**config.mk**
```make
export PLATFORM = sky130hd
export DESIGN_NAME = ring_monitor_flat
export DESIGN_NICKNAME = d
export VERILOG_FILES = /design/src/rtl/ring_monitor_if.sv /design/src/rtl/ring_monitor.sv /design/src/flat_wrapper.sv
export SDC_FILE = /design/constraint.sdc
export NUM_CORES = 1
export LEC_CHECK = 0
export ABC_AREA = 1
export ABC_CLOCK_PERIOD_IN_PS = 1660
export BUFFER_PORTS_ARGS = -buffer_cell sky130_fd_sc_hd__buf_2
export CAP_MARGIN = 0
export CORE_ASPECT_RATIO = 1.25
export CORE_UTILIZATION = 50
export DETAILED_ROUTE_END_ITERATION = 6
export GPL_ROUTABILITY_DRIVEN = 0
export PLACE_DENSITY_LB_ADDON = 0.15
export SLEW_MARGIN = 10
export SYNTH_ARGS = -nofsm -noshare
export SYNTH_HDL_FRONTEND = slang
export SYNTH_SLANG_ARGS = --single-unit
```
**constraint.sdc**
```tcl
create_clock -name clk -period 1.66 [get_ports clk]
set_input_delay 0.498 -clock clk [delete_from_list [all_inputs] [get_ports clk]]
set_output_delay 0.498 -clock clk [all_outputs]
set_load 0.005 [all_outputs]
```
**src/rtl/ring_monitor_if.sv**
```systemverilog
// Sample/status bundle between a ring-counter source and ring_monitor.
// err_cnt exists only when RING_MONITOR_ERRCNT_EN is defined.
interface ring_monitor_if #(
  parameter int unsigned N     = 4,
  parameter int unsigned REV_W = 8
);
  localparam int unsigned IDX_W = (N > 1) ? $clog2(N) : 1;

  logic             in_vld;
  logic [N-1:0]     in_q;
  logic             clr;
  logic [IDX_W-1:0] idx;
  logic             idx_vld;
  logic             locked;
  logic             err_onehot;
  logic             err_step;
  logic             err_sticky;
  logic [REV_W-1:0] rev_cnt;
`ifdef RING_MONITOR_ERRCNT_EN
  logic [7:0]       err_cnt;

  modport master (
    output in_vld, in_q, clr,
    input  idx, idx_vld, locked, err_onehot, err_step, err_sticky, rev_cnt, err_cnt
  );
  modport slave (
    input  in_vld, in_q, clr,
    output idx, idx_vld, locked, err_onehot, err_step, err_sticky, rev_cnt, err_cnt
  );
`else
  modport master (
    output in_vld, in_q, clr,
    input  idx, idx_vld, locked, err_onehot, err_step, err_sticky, rev_cnt
  );
  modport slave (
    input  in_vld, in_q, clr,
    output idx, idx_vld, locked, err_onehot, err_step, err_sticky, rev_cnt
  );
`endif
endinterface

```
**src/rtl/ring_monitor.sv**
```systemverilog
// Checks a sampled one-hot ring counter: locks onto legal rotation, flags errors, counts revolutions.
// Optional saturating error counter enabled by RING_MONITOR_ERRCNT_EN.
module ring_monitor #(
  parameter int unsigned N     = 4,
  parameter int unsigned REV_W = 8
) (
  input  logic           clk,
  input  logic           rst,
  ring_monitor_if.slave  bus
);
  localparam int unsigned IDX_W = (N > 1) ? $clog2(N) : 1;
  localparam logic [N-1:0] TOP_BIT = {1'b1, {(N-1){1'b0}}};

  typedef enum logic [1:0] {IDLE, ACQ, LOCK, FAULT} state_t;

  state_t           r_state;
  logic [N-1:0]     r_prev;
  logic [IDX_W-1:0] r_idx;
  logic             r_idx_vld;
  logic             r_locked;
  logic             r_err_onehot;
  logic             r_err_step;
  logic             r_err_sticky;
  logic [REV_W-1:0] r_rev_cnt;

  logic             w_onehot;
  logic             w_match;
  logic             w_accept;
  logic             w_err_oh;
  logic             w_err_step;
  logic [N-1:0]     w_rot;
  logic [IDX_W-1:0] w_idx;

  assign w_onehot   = $onehot(bus.in_q);
  assign w_rot      = {r_prev[0], r_prev[N-1:1]};
  assign w_match    = w_onehot && (bus.in_q == w_rot);
  assign w_accept   = bus.in_vld && !bus.clr;
  // FAULT swallows everything, so only live states can raise a pulse
  assign w_err_oh   = w_accept && !w_onehot && (r_state != FAULT);
  assign w_err_step = w_accept && w_onehot && (r_state == LOCK) && !w_match;

  // Binary position of the hot bit
  always_comb begin
    w_idx = '0;
    for (int i = 0; i < int'(N); i++) begin
      if (bus.in_q[i]) w_idx = IDX_W'(i);
    end
  end

  always_ff @(posedge clk or posedge rst) begin
    if (rst) begin
      r_state      <= IDLE;
      r_prev       <= '0;
      r_idx        <= '0;
      r_idx_vld    <= 1'b0;
      r_locked     <= 1'b0;
      r_err_onehot <= 1'b0;
      r_err_step   <= 1'b0;
      r_err_sticky <= 1'b0;
      r_rev_cnt    <= '0;
    end else begin
      r_err_onehot <= w_err_oh;
      r_err_step   <= w_err_step;
      r_idx_vld    <= w_accept && w_onehot;
      if (w_accept && w_onehot) r_idx <= w_idx;

      if (bus.clr) begin
        r_state      <= IDLE;
        r_prev       <= '0;
        r_locked     <= 1'b0;
        r_err_sticky <= 1'b0;
        r_rev_cnt    <= '0;
      end else if (bus.in_vld) begin
        case (r_state)
          IDLE: begin
            if (w_onehot) begin
              r_prev  <= bus.in_q;
              r_state <= ACQ;
            end
          end
          ACQ: begin
            if (w_match) begin
              r_prev   <= bus.in_q;
              r_state  <= LOCK;
              r_locked <= 1'b1;
            end else if (w_onehot) begin
              r_prev <= bus.in_q;
            end else begin
              r_state <= IDLE;
            end
          end
          LOCK: begin
            if (w_match) begin
              r_prev <= bus.in_q;
              if (bus.in_q == TOP_BIT) r_rev_cnt <= r_rev_cnt + REV_W'(1);
            end else begin
              r_state      <= FAULT;
              r_locked     <= 1'b0;
              r_err_sticky <= 1'b1;
            end
          end
          default: ;
        endcase
      end
    end
  end

  assign bus.idx        = r_idx;
  assign bus.idx_vld    = r_idx_vld;
  assign bus.locked     = r_locked;
  assign bus.err_onehot = r_err_onehot;
  assign bus.err_step   = r_err_step;
  assign bus.err_sticky = r_err_sticky;
  assign bus.rev_cnt    = r_rev_cnt;

`ifdef RING_MONITOR_ERRCNT_EN
  logic [7:0] r_err_cnt;

  // Saturating count of error pulses
  always_ff @(posedge clk or posedge rst) begin
    if (rst) begin
      r_err_cnt <= '0;
    end else if (bus.clr) begin
      r_err_cnt <= '0;
    end else if ((w_err_oh || w_err_step) && (r_err_cnt != 8'd255)) begin
      r_err_cnt <= r_err_cnt + 8'd1;
    end
  end

  assign bus.err_cnt = r_err_cnt;
`endif
endmodule

```
**src/flat_wrapper.sv**
```systemverilog
// flat-port wrapper written by rule: the top's interface ports become plain ports
module ring_monitor_flat 
#(
  parameter int unsigned N     = 4,
  parameter int unsigned REV_W = 8
)
  (clk, rst, bus_in_vld, bus_in_q, bus_clr, bus_idx, bus_idx_vld, bus_locked, bus_err_onehot, bus_err_step, bus_err_sticky, bus_rev_cnt);
  ring_monitor_if #(.N(N), .REV_W(REV_W)) bus_i ();
  input  logic clk;
  input  logic rst;
  input wire logic [$bits(bus_i.in_vld)-1:0] bus_in_vld;
  input wire logic [$bits(bus_i.in_q)-1:0] bus_in_q;
  input wire logic [$bits(bus_i.clr)-1:0] bus_clr;
  output wire logic [$bits(bus_i.idx)-1:0] bus_idx;
  output wire logic [$bits(bus_i.idx_vld)-1:0] bus_idx_vld;
  output wire logic [$bits(bus_i.locked)-1:0] bus_locked;
  output wire logic [$bits(bus_i.err_onehot)-1:0] bus_err_onehot;
  output wire logic [$bits(bus_i.err_step)-1:0] bus_err_step;
  output wire logic [$bits(bus_i.err_sticky)-1:0] bus_err_sticky;
  output wire logic [$bits(bus_i.rev_cnt)-1:0] bus_rev_cnt;
  assign bus_i.in_vld = bus_in_vld;
  assign bus_i.in_q = bus_in_q;
  assign bus_i.clr = bus_clr;
  assign bus_idx = bus_i.idx;
  assign bus_idx_vld = bus_i.idx_vld;
  assign bus_locked = bus_i.locked;
  assign bus_err_onehot = bus_i.err_onehot;
  assign bus_err_step = bus_i.err_step;
  assign bus_err_sticky = bus_i.err_sticky;
  assign bus_rev_cnt = bus_i.rev_cnt;
  ring_monitor #(.N(N), .REV_W(REV_W)) u_core (.clk(clk), .rst(rst), .bus(bus_i));
endmodule
```
==> results of run 1 <==
## routing by layer
layer,GRT usage,wire [um]
met1,0.273,1490
met2,0.441,1980
met3,0.0141,82
met4,0.0676,59
met5,0,0
## cell usage after synthesis (all sizes together)
cell type,n,share of area
nand3b,1,0.0048
nand2,71,0.18
a21oi,4,0.013
nor3,3,0.017
nand3,17,0.074
xnor2,1,0.0056
nor2,21,0.057
ha,11,0.088
clkbuf,1,0.0088
dfrtp,21,0.34
o32ai,2,0.011
o211ai,1,0.0048
o21ai,16,0.071
buf,2,0.014
o21a,1,0.0048
and3,1,0.0040
inv,29,0.070
fa,1,0.013
o21bai,1,0.0048
nand4,2,0.0080
or2,2,0.0080
## where the power goes
group	leakage, nW	switching (mW)	total [mW]	internal (mW)
clock	0.0150	0.166	0.259	0.0937
sequential	0.281	0.0736	0.673	0.599
combinational	0.784	0.446	0.802	0.356
total	1.08	0.685	1.73	1.05
## logic make-up after synthesis
kind of cell | Yosys count | share of synthesized area
and+or+nand+nor | 118 | 0.354
buffers and inverters | 32 | 0.0930
AOI/OAI and AO/OA | 25 | 0.109
DFF | 21 | 0.337
adders and majority gates | 12 | 0.101
xor gates and xnor gates | 1 | 0.00561
## worst max path at each step
stage	startpoint	endpoint	slack, ns	cells past startpoint
2_1_floorplan	bus_in_q[3]	u_core.bus.rev_cnt[5]$_DFFE_PP0P_	-0.68	11
3_3_place_gp	bus_in_q[3]	u_core.bus.rev_cnt[7]$_DFFE_PP0P_	-0.84	11
3_5_place_dp	bus_in_q[3]	u_core.bus.rev_cnt[7]$_DFFE_PP0P_	-0.90	11
4_1_cts	bus_in_q[2]	u_core.r_state[0]$_DFFE_PP0P_	-0.44	13
5_1_grt	bus_in_q[2]	u_core.bus.rev_cnt[5]$_DFFE_PP0P_	-0.51	11
6_report	bus_in_q[1]	u_core.bus.rev_cnt[7]$_DFFE_PP0P_	-0.45	11
## flip-flops by register name (all words and copies together), names as in the netlist
signal and count:
u_core.bus.err_onehot 1, u_core.bus.err_sticky 1, u_core.bus.idx_vld 1, u_core.r_state 2
u_core.bus.err_step 1, u_core.bus.locked 1, u_core.r_prev 4, u_core.bus.rev_cnt 8
u_core.bus.idx 2
## area by class of cell
cell class                      instances  area [um2]  area share
Inverter                               29         136      0.0648
Multi-Input combinational cell        157        1030       0.489
Tap cell                               36        45.0      0.0214
Clock buffer                            4        26.3      0.0125
Timing Repair Buffer                   46         342       0.162
Sequential cell                        21         526       0.250
## worst max-delay path, delay by kind of cell
family / cells / cell delay (ns)
compound gates: 1 / 0.05
fa+ha+maj: 3 / 0.89
buf+inv: 2 / 0.12
simple gates: 5 / 0.76
## metrics by stage
step | setup slack [ns] | utilization | hold WS, ns | setup TNS, ns
after floorplan | -0.683 | - | 0.464 | -11.00
after global placement | -0.845 | 0.632 | 0.463 | -15.91
after global routing | -0.508 | 0.714 | 0.213 | -9.45
after detailed placement | -0.905 | 0.632 | 0.473 | -16.77
after CTS | -0.442 | 0.682 | 0.205 | -7.38
final | -0.446 | 0.714 | 0.198 | -8.14
## repair_timing
item / CTS / global route
pin swaps: 8 / 10
hold buffers: 0 / 0
setup buffers: 5 / 5
setup endpoints to repair: 21 / 21
resized for setup: 20 / 17
cloned: 1 / 0
==> flow_metrics.py, run 1 <==
metrics = {
    "status": {
        "outcome": "complete, but fails checks",
        "violations": "negative setup slack",
    },
    "floorplanning": {
        "io-pin-count": 23,
        "coreArea_um2": 2950,
        "chipWidth_um": 52.0,
        "row_count": 22,
        "die_area_um2": 3350,
        "starting_density": 0.530,
        "dieHeight_um": 64.5,
    },
    "worst_setup_path": {
        "cp.required_ns": 1.86,
        "critical_path.reg2reg.startpoint": "u_core.r_state[0]$_DFFE_PP0P_",
        "critPathMaxFanout": 8,
        "cp.arrival_ns": 2.31,
        "regToRegSetupSlack_ns": -0.07,
        "reg2reg_depth": 9,
        "cpMaxStageDelayCell": "fa_1",
        "crit_type": "input port to flip-flop",
        "crit-reg2reg-capture": "u_core.bus.err_sticky$_DFFE_PP0P_",
        "crit_path_end_kind": "flip-flop",
        "path_cells": "buf_8 -> inv_8 -> ha_4 -> ha_4 -> fa_1 -> nor3_4 -> nand3_4 -> nand2_4 -> nand3_4 -> nand2_2 -> o21ai_2",
        "timing.critical_path.from_type": "input port",
        "cp_slowest_stage_delay_ns": 0.51,
    },
    "sta": {
        "setup_ws_ns": -0.446,
        "clock.fmax_mhz": 475,
        "timing.final.crit_period_ns": 2.11,
        "setup_viol": 21,
        "setup_repair_after_global_routing_missed_its_margin": "true",
        "timing.slew.headroom": 0.807,
        "min_period_over_period": 1.27,
        "fin_worst_skew_ns": 0.00514,
        "tightestPinTransition_ns": 0.289,
        "max_slew_violation_total_from_the_final_report": 0,
        "hold_viol_final": 0,
    },
    "routing": {
        "via_count_normalized_by_instance_count": 5.09,
        "number_of_vias_in_the_routed_layout": 1491,
        "drt-pass1-iter-count": 4,
        "detail_route.drc_violations": 0,
        "drtAntennaViolNets": 0,
        "drt_wl_total_um": 3610,
        "wl_per_cell_um": 12.3,
        "drt-initial-drc-count": 38,
    },
    "synthesis": {
        "syn_area_um2": 1560,
        "synth-seq-area-share": 0.337,
        "postSynthAreaPerCell_um2": 7.47,
        "synthDistinctLibCells": 30,
        "postSynthNetCount": 229,
        "flip_flop_and_latch_count_after_synthesis": 21,
        "postSynthCellCount": 209,
        "ys.warnings.count": 0,
    },
    "run": {
        "cap_viol_max_count": 0,
    },
    "global_route": {
        "via_count_of_the_first_global_routing_pass": 1375,
        "grt_start_max_net_pins": 22,
        "antenna_found_initial": 0,
        "grt_pass1_wl_um": 5910,
        "grt_usage": 0.234,
        "globalRoute.totalOverflow": 0,
    },
    "min_path": {
        "min-delay-path-class": "input port to async pin",
    },
    "finish": {
        "area_delta_synth_final_pct": 34.8,
        "antenna_cells_inserted": 0,
        "stdcell_count": 293,
        "fillCellCount": 261,
        "drive_above_1_share": 0.389,
        "fin_nets": 278,
        "layout_common_cells": "nand2_1, inv_1, dfrtp_1",
        "finish.instance_area_um2": 2100,
        "final_common_cell": "nand2_1",
    },
    "cts": {
        "worstSkewPairLatency_ns": 0.31,
        "htreeDepth": 1,
        "max-clock-path-buffers": 2,
        "cts_inserted_buffers": 3,
        "cts_tree": "done",
        "clk_root_buffer_cell": "clkbuf_4",
        "clkSlewWorstSetupHoldPaths_ns": 0.13,
        "count_of_clock_tree_sinks": 21,
    },
    "place": {
        "placed_cells": 278,
        "placed_wire_length_estimate_after_detailed_placement_um": 2720,
        "portBuffers": 22,
        "dpl-instance-area_um2": 1860,
    },
    "power": {
        "worst_ir_drop_vdd_mv": 0.543,
        "powerDensity_nw_per_um2": 825,
        "power_leakage_nw": 1.08,
        "fin_total_pwr_mw": 1.73,
    },
}
Note: power is estimated with default switching activity, not from simulation.
==> run 2: changes to the inputs <==
- BUFFER_PORTS_ARGS: -buffer_cell sky130_fd_sc_hd__buf_2 -> not set
- CAP_MARGIN: 0 -> 10
- DONT_BUFFER_PORTS: not set -> 1
==> run 2 against run 1 <==
  * The flow still finishes with violations (negative setup slack)
  * Utilization fell by 7.4 points
  * Largest power group unchanged
  * Clock power about the same
  * Register-to-register slack better by 0.02 ns
  * Wire length grew 8.7%
  * Fmax rose by 6.4%
  * Die area unchanged
  * Sequential cell count is the same
  * Via count fell by 2.1%
  * Hold slack improved by 0.050 ns
  * Cell count down 10%
==> flow_metrics.py, run 2 (same netlist as run 1, synthesis figures left out) <==
metrics = {
    "finish": {
        "finish.instance_area_um2": 1880,
        "drive_above_1_share": 0.282,
        "utilization": 0.640,
        "area_delta_synth_final_pct": 20.8,
        "final_common_cell": "nand2_1",
        "antenna_cells_inserted": 0,
        "layout_common_cells": "nand2_1, inv_1, dfrtp_1",
        "fin_nets": 248,
        "fillCellCount": 245,
        "stdcell_count": 263,
        "flip_flop_count_of_the_largest_register_after_layout": 8,
    },
    "routing": {
        "drtAntennaViolNets": 0,
        "wl_met1_um": 1480,
        "number_of_vias_in_the_routed_layout": 1459,
        "wl_per_cell_um": 14.9,
        "wl_met2_um": 2100,
        "detail_route.drc_violations": 0,
        "via_count_normalized_by_instance_count": 5.55,
        "route.met3.wl_um": 180,
        "drt_wl_total_um": 3920,
        "drt-initial-drc-count": 41,
        "drt-pass1-iter-count": 4,
        "top_signal_layer_used": "met4",
    },
    "sta": {
        "setup_viol": 20,
        "min_period_over_period": 1.19,
        "setup_repair_after_global_routing_missed_its_margin": "true",
        "max_slew_violation_total_from_the_final_report": 0,
        "worst_hold_slack_ns": 0.248,
        "setup_ws_ns": -0.319,
        "tightestPinTransition_ns": 0.284,
        "setup_tns_ns": -5.08,
        "clock.fmax_mhz": 505,
        "timing.final.crit_period_ns": 1.98,
        "timing.slew.headroom": 0.810,
        "hold_viol_final": 0,
        "fin_worst_skew_ns": 0.0124,
    },
    "place": {
        "pre_cts_ws_ns": -0.736,
        "portBuffers": 0,
        "dpl-instance-area_um2": 1740,
        "placed_wire_length_estimate_after_detailed_placement_um": 2910,
        "placed_cells": 254,
    },
    "worst_setup_path": {
        "critical-path-top-delay-family": "adder cells",
        "cp_slowest_stage_delay_ns": 0.48,
        "cp.arrival_ns": 2.19,
        "crit_type": "input port to flip-flop",
        "cpMaxStageDelayCell": "fa_2",
        "critical_path.n_buffers_inverters": 1,
        "path_cells": "inv_12 -> ha_4 -> ha_4 -> fa_2 -> nor3_4 -> nand3_4 -> nand2_4 -> nand3_4 -> nand2_2 -> o21ai_2",
        "timing.critical_path.from_type": "input port",
        "cp.required_ns": 1.87,
        "critPathMaxFanout": 8,
        "crit_path_end_kind": "flip-flop",
    },
    "power": {
        "power_leakage_nw": 0.916,
        "worst_ir_drop_vdd_mv": 0.544,
        "powerDensity_nw_per_um2": 874,
        "fin_total_pwr_mw": 1.65,
    },
    "floorplanning": {
        "starting_density": 0.530,
        "coreArea_um2": 2950,
        "dieHeight_um": 64.5,
        "row_count": 22,
        "chipWidth_um": 52.0,
        "io-pin-count": 23,
        "die_area_um2": 3350,
    },
    "global_route": {
        "antenna_found_initial": 0,
        "globalRoute.totalOverflow": 0,
        "via_count_of_the_first_global_routing_pass": 1478,
        "grt_usage": 0.266,
        "grt_start_max_net_pins": 16,
        "grt_pass1_wl_um": 6560,
    },
    "status": {
        "violations": "negative setup slack",
        "outcome": "complete, but fails checks",
    },
    "cts": {
        "clk_root_buffer_cell": "clkbuf_4",
        "worstSkewPairLatency_ns": 0.32,
        "cts_tree": "done",
        "clkSlewWorstSetupHoldPaths_ns": 0.13,
        "max-clock-path-buffers": 2,
        "htreeDepth": 1,
        "count_of_clock_tree_sinks": 21,
        "cts_inserted_buffers": 3,
    },
    "min_path": {
        "min-delay-path-class": "input port to flip-flop",
    },
    "run": {
        "cap_viol_max_count": 0,
    },
}
run 2: final cells by class:
class                           instances  area, um2  area share
Clock buffer                            4       26.3      0.0139
Inverter                               29        139      0.0737
Multi-Input combinational cell        157       1010       0.539
Sequential cell                        21        526       0.279
Tap cell                               36       45.0      0.0239
Timing Repair Buffer                   16        134      0.0710
run 2: final timing paths:
check                      cells past startpoint  slack, ns                           endpoint                     startpoint
min in group asynchronous                      2       0.54       u_core.bus.idx_vld$_DFF_PP0_                            rst
max reg2reg                                    9      -0.05  u_core.bus.err_sticky$_DFFE_PP0P_  u_core.r_state[0]$_DFFE_PP0P_
max in group asynchronous                      3       0.62  u_core.bus.rev_cnt[3]$_DFFE_PP0P_                            rst
max                                           10      -0.32  u_core.bus.rev_cnt[2]$_DFFE_PP0P_                    bus_in_q[3]
min reg2reg                                    2       0.52       u_core.r_prev[2]$_DFFE_PP0P_   u_core.r_prev[2]$_DFFE_PP0P_
min                                            1       0.25  u_core.bus.err_sticky$_DFFE_PP0P_                        bus_clr
run 2: power by group:
| part | switching (mW) | leakage (nW) | internal (mW) |
|---|---|---|---|
| Clock | 0.166 | 0.0150 | 0.0940 |
| Sequential | 0.0909 | 0.281 | 0.600 |
| Combinational | 0.411 | 0.621 | 0.284 |
| Total | 0.668 | 0.916 | 0.978 |
run 2: repair_timing:
item                                   CTS  global route
gates cloned                             1             0
hold buffers                             1             0
gates resized for setup                 15            10
buffers inserted                         1             2
setup endpoints to repair               20            21
pin swaps                                1             4
endpoints found under the hold margin    6             0
run 2: worst reg2reg max path: stages (launching register included):
cell and delay (ns):
dfrtp_1 0.44, inv_1 0.09, ha_1 0.27, inv_1 0.10, nand2_1 0.23, inv_1 0.09, nor2_1 0.19, o21ai_4 0.09
nand2_1 0.06, o21ai_1 0.05
run 2: per-layer routing:
layer  track usage  up-vias
li1              -      704
met1         0.282      685
met2         0.486       56
met3        0.0305       14
met4         0.155        0
met5             0        -
